**config.mk**
```make
export PLATFORM = sky130hd
export DESIGN_NAME = sat_accum_pipe
export DESIGN_NICKNAME = d
export VERILOG_FILES = /design/src/rtl/sat_pkg.sv /design/src/rtl/sat_addsub_core.sv /design/src/rtl/sat_accum_pipe.sv
export SDC_FILE = /design/constraint.sdc
export NUM_CORES = 1
export LEC_CHECK = 0
export ABC_CLOCK_PERIOD_IN_PS = 3400
export BUFFER_PORTS_ARGS = -buffer_cell sky130_fd_sc_hd__clkbuf_2
export CAP_MARGIN = 10
export CORE_UTILIZATION = 40
export DETAILED_ROUTE_END_ITERATION = 10
export PLACE_DENSITY = 0.66
export SLEW_MARGIN = 10
export SYNTH_ARGS = -nofsm -noshare
export SYNTH_HDL_FRONTEND = slang
export SYNTH_SLANG_ARGS = --single-unit
```
**constraint.sdc**
```tcl
create_clock -name clk -period 3.4 [get_ports clk]
set_input_delay 0.51 -clock clk [delete_from_list [all_inputs] [get_ports clk]]
set_output_delay 0.51 -clock clk [all_outputs]
set_load 0.05 [all_outputs]
```
**src/rtl/sat_pkg.sv**
```systemverilog
// Shared operation encoding for the saturating accumulator pipeline.
package sat_pkg;

  localparam int unsigned OP_W = 2;

  typedef enum logic [OP_W-1:0] {
    OP_ADD = 2'b00,
    OP_SUB = 2'b01,
    OP_ACC = 2'b10,
    OP_CLR = 2'b11
  } op_e;

endpackage

```
**src/rtl/sat_addsub_core.sv**
```systemverilog
// Combinational signed saturating add/subtract at WIDTH bits.
module sat_addsub_core #(
  parameter int unsigned WIDTH = 8
) (
  input  logic [WIDTH-1:0] x,
  input  logic [WIDTH-1:0] y,
  input  logic             sub,
  output logic [WIDTH-1:0] res,
  output logic             ovf,
  output logic             unf
);

  localparam logic [WIDTH-1:0] MAX = {1'b0, {(WIDTH-1){1'b1}}};
  localparam logic [WIDTH-1:0] MIN = {1'b1, {(WIDTH-1){1'b0}}};

  logic [WIDTH:0] x_ext;
  logic [WIDTH:0] y_ext;
  logic [WIDTH:0] raw;

  // One guard bit holds any sum/difference of two WIDTH-bit values exactly,
  // so a disagreement between the top two bits means the result left range.
  always_comb begin
    x_ext = {x[WIDTH-1], x};
    y_ext = {y[WIDTH-1], y};
    raw   = sub ? (x_ext - y_ext) : (x_ext + y_ext);
    ovf   = !raw[WIDTH] &&  raw[WIDTH-1];
    unf   =  raw[WIDTH] && !raw[WIDTH-1];
    if (ovf) begin
      res = MAX;
    end else if (unf) begin
      res = MIN;
    end else begin
      res = raw[WIDTH-1:0];
    end
  end

endmodule

```
**src/rtl/sat_accum_pipe.sv**
```systemverilog
// Registered saturating add/sub/accumulate stage with valid/ready handshake
// and saturation statistics.
module sat_accum_pipe
  import sat_pkg::*;
#(
  parameter int unsigned WIDTH = 8,
  parameter int unsigned CNT_W = 8
) (
  input  logic             clk,
  input  logic             rst_n,
  input  logic             in_valid,
  output logic             in_ready,
  input  logic [WIDTH-1:0] in_a,
  input  logic [WIDTH-1:0] in_b,
  input  logic [1:0]       in_op,
  output logic             out_valid,
  input  logic             out_ready,
  output logic [WIDTH-1:0] out_res,
  output logic             out_ovf,
  output logic             out_unf,
  output logic [WIDTH-1:0] acc_q,
  output logic             sticky_sat,
  output logic [CNT_W-1:0] sat_cnt,
  input  logic             clr_stat
);

  logic             out_valid_q, out_valid_d;
  logic [WIDTH-1:0] out_res_q, out_res_d;
  logic             out_ovf_q, out_ovf_d;
  logic             out_unf_q, out_unf_d;
  logic [WIDTH-1:0] acc_d;
  logic             sticky_q, sticky_d;
  logic [CNT_W-1:0] cnt_q, cnt_d;

  op_e              op;
  logic             in_fire;
  logic             out_fire;
  logic             sat_ev;
  logic [WIDTH-1:0] core_x;
  logic [WIDTH-1:0] core_y;
  logic             core_sub;
  logic [WIDTH-1:0] core_res;
  logic             core_ovf;
  logic             core_unf;

  assign in_ready = !out_valid_q || out_ready;
  assign in_fire  = in_valid && in_ready;
  assign out_fire = out_valid_q && out_ready;

  // Operand select: ACC feeds the accumulator through the same adder.
  always_comb begin
    op       = op_e'(in_op);
    core_x   = (op == OP_ACC) ? acc_q : in_a;
    core_y   = (op == OP_ACC) ? in_a  : in_b;
    core_sub = (op == OP_SUB);
  end

  sat_addsub_core #(
    .WIDTH(WIDTH)
  ) u_core (
    .x   (core_x),
    .y   (core_y),
    .sub (core_sub),
    .res (core_res),
    .ovf (core_ovf),
    .unf (core_unf)
  );

  always_comb begin
    out_valid_d = out_valid_q;
    out_res_d   = out_res_q;
    out_ovf_d   = out_ovf_q;
    out_unf_d   = out_unf_q;
    acc_d       = acc_q;
    sticky_d    = sticky_q;
    cnt_d       = cnt_q;
    sat_ev      = in_fire && (op != OP_CLR) && (core_ovf || core_unf);

    if (out_fire) begin
      out_valid_d = 1'b0;
    end

    // A new accept overrides the drain so throughput stays one per cycle.
    if (in_fire) begin
      out_valid_d = 1'b1;
      if (op == OP_CLR) begin
        out_res_d = '0;
        out_ovf_d = 1'b0;
        out_unf_d = 1'b0;
        acc_d     = '0;
      end else begin
        out_res_d = core_res;
        out_ovf_d = core_ovf;
        out_unf_d = core_unf;
        if (op == OP_ACC) begin
          acc_d = core_res;
        end
      end
    end

    if (clr_stat) begin
      sticky_d = 1'b0;
      cnt_d    = '0;
    end else if (sat_ev) begin
      sticky_d = 1'b1;
      if (cnt_q != {CNT_W{1'b1}}) begin
        cnt_d = cnt_q + CNT_W'(1);
      end
    end
  end

  always_ff @(posedge clk or negedge rst_n) begin
    if (!rst_n) begin
      out_valid_q <= 1'b0;
      out_res_q   <= '0;
      out_ovf_q   <= 1'b0;
      out_unf_q   <= 1'b0;
      acc_q       <= '0;
      sticky_q    <= 1'b0;
      cnt_q       <= '0;
    end else begin
      out_valid_q <= out_valid_d;
      out_res_q   <= out_res_d;
      out_ovf_q   <= out_ovf_d;
      out_unf_q   <= out_unf_d;
      acc_q       <= acc_d;
      sticky_q    <= sticky_d;
      cnt_q       <= cnt_d;
    end
  end

  assign out_valid  = out_valid_q;
  assign out_res    = out_res_q;
  assign out_ovf    = out_ovf_q;
  assign out_unf    = out_unf_q;
  assign sticky_sat = sticky_q;
  assign sat_cnt    = cnt_q;

endmodule

```
==> results.md <==
- Post-synth EDFFs: 0
- Vias per cell: 5.230
- Critical Path AT: 3.79 ns
- Top-count cell post-synth: nand2_1
- Clk_skew: 0.002775 ns
- P per Cell Area: 587.9 mW/mm^2
- Worst Path Class, Setup: input port to register
- Initial antenna violation count: 0
- Worst Setup End Kind: register
- Tmin final: 3.631 ns
- Slowest CP cell: or4_4
- Drt wl/cell: 13.81 microns
- Setup TNS: -1.391 ns
- Critical Path RT: 3.56 ns
- Post-Syn Nets: 306
- Clock Tree Root: clkbuf_8
- Final nets: 412
- Clk sinks: 28
- Pin count of the biggest net entering global routing: 29
- DP Worst Slack: -0.6395 ns
- Flops & latches, synth: 28
- R2R depth: 15
- Initial DRC count: 96
- Post-synth top cells: nand2_1 (45), nor2_1 (31), dfrtp_1 (28)
- First-pass GRT wire length: 10.03 mm
- Crit path max-delay family: simple AND/OR/NAND/NOR gates
- Instance count of the mapped netlist: 269
- Antenna cells: 0
- Starting Density: 0.4233
- Multi-input logic area: 0.001662 sq mm
- Layout fillers: 460
- Worst path max stage delay: 0.52 ns
- Worst path cell trace: buf_8 -> nand2b_4 -> mux2i_4 -> buf_6 -> o31ai_4 -> a22oi_2 -> xor2_1 -> ha_2 -> or4_4 -> o22ai_4 -> xor2_2 -> ha_4 -> a311oi_4 -> buf_6 -> nand4_1 -> xor2_1 -> nor2_1
- Async set or reset register ratio after synthesis: 1.000
- Peak VDD IR: 0.0003714 V
- RSZ-0062 raised after global routing: yes
- Synth-to-layout area growth: 47.40%
- Htree depth: 1
- Met3 GRT Util: 0.03473
- Routed WL: 6.119 mm
- R2R Path Start: acc_q[1]
- Post-DRT Antenna Nets: 0
- Vias: 2317
- Register area share after synthesis: 0.3160
- Residual DRC: 0
- Crit-path max FO: 8
- Final RePlAce weighted congestion: 0.8404
- Failing checks: negative setup slack
- Cell variety after synth: 41
- Clk slew on worst S/H paths: 0.09 ns
- CP Buf/Inv Count: 3
- Num CTS Buffers: 3
- Global-route usage over all layers: 0.2120
- Worst setup path end: sat_cnt[7]
- Vias in the first global route: 2140
- Drt first pass iters: 4
- Final Hold Viols: 0
- Max clock buf depth: 2
- Mapped Avg Cell Area: 8.242 sq um
- Worst-Margin Slew: 0.6959 ns
- Final Max Tran Viols: 0
- Site Rows: 26
- Worst skew pair latency: 0.27 ns
- Critical path depth: 17
- Fin crit share: 1.068
- Outcome: finished, violations left
- Crit path from: in_op[0]
- Reg2reg end: sat_cnt[7]
- Core box area: 0.005238 sq mm
- F_max: 0.2754 GHz
- IO buf count: 51
- CTS tree: built
- Post-layout util: 0.6240
- Yosys warns: 0
- Layout cell share with drive strength beyond 1: 0.4129
- Flop-to-flop setup slack: 0.49 ns
- Hold WC Path Type: input port to async pin
- Top-area cell type share of the netlist area: 0.3160
- FF+latch area: 700.7 sq um
- Synth Flop Type: dfrtp_1
- Die Wd: 76.45 microns
- LEAKAGE: 1.583 nW
- Final setup vio count: 15
- Slew headroom: 0.5360
- Die Footprint: 0.005845 sq mm
- Met2 Track Usage GR: 0.3532
- Die H: 76.45 microns
- Nature of the critical path startpoint: input port
- Area leader, netlist: dfrtp_1
- Hpwl dp: 4.662 mm
- Maxcap violations: 0
- Ranking of synthesized cells by area: dfrtp_1 (32%), nand2_1 (7.6%), ha_1 (7.3%)
- Post-Syn Area: 0.002217 sq mm
- Gr busiest metal: met2
- # hold bufs at CTS: 0
- GR Layer Usage met1: 0.2824
- GRT overflow: 0
- Setup ws final: -0.2308 ns
- I/O pin cnt: 52
==> cell usage in the layout, fill, tap and decap left out, types with 3 or more instances in the layout <==
master / count
buf_6: 5
nand4_1: 4
and3_1: 3
ha_1: 8
o22ai_1: 3
a22oi_1: 5
clkbuf_2: 49
o31ai_1: 3
nand2_1: 45
nand2b_1: 7
nand3_1: 6
mux2i_1: 9
inv_1: 4
a21oi_1: 10
ha_2: 3
a21oi_2: 4
o21ai_1: 17
clkbuf_8: 4
nor2_1: 30
nor3_1: 3
buf_4: 57
xnor2_1: 3
xor2_1: 11
dfrtp_1: 28
o21ai_0: 5
==> power by group <==
group          leakage (nW)  internal (mW)  total (mW)  switching [mW]
combinational          1.20          0.475        1.24           0.768
sequential            0.366          0.425       0.505          0.0806
clock                0.0216         0.0794       0.173          0.0936
==> metrics by stage <==
step	instance area [sq um]	hold slack (ns)	power (mW)	std cells
after floorplan	2265	0.2144	1.238	269
after global placement	2967	0.4683	1.568	433
after detailed placement	2967	0.4805	1.592	433
after CTS	3105	0.2895	1.815	439
after global routing	3268	0.3158	2.042	443
final	3268	0.2684	1.921	443
==> timing repair <==
action | in CTS | in global routing
endpoints found under the setup margin | 18 | 23
pin swaps | 15 | 13
setup buffers | 3 | 4
resized for setup | 17 | 24
==> how the worst min path moves through the flow <==
stage	start	slack [ns]	endpoint
floorplan	rst_n	0.21	acc_q[0]
CTS	rst_n	0.29	out_res[1]
finish	rst_n	0.27	out_res[1]
global placement	out_res[1]	0.47	out_res[1]
detailed placement	out_res[0]	0.48	out_res[0]
global route	rst_n	0.32	out_res[0]
==> registers in the layout, summed over array words and instances, names as in the netlist <==
name        cells
acc_q           8
out_ovf         1
out_res         8
out_unf         1
out_valid       1
sat_cnt         8
sticky_sat      1
==> final cells by class <==
class,count,share of cell area
tap,70,0.02680
sequential,28,0.2144
clock buffer,3,0.01263
inverter,5,0.005743
timing repair buffer,113,0.2320
multi-input combinational,224,0.5084
==> routing by layer <==
layer	vias up	wire, microns
met5	-	0
met4	0	78
met3	8	243
met2	48	2918
met1	1101	2879
li1	1160	-
==> logic make-up (layout without fill, tap and decap cells) <==
logic type,count (synthesis),after routing,synth area share
AOI/OAI and AO/OA,65,65,0.1783
xor gates and xnor gates,18,18,0.07111
adders and majority gates,18,18,0.1005
buffers and inverters,17,121,0.03273
DFF,28,28,0.3160
muxes,14,14,0.07392
and+or+nand+nor,109,109,0.2274
(Power assumes the default switching activity.)
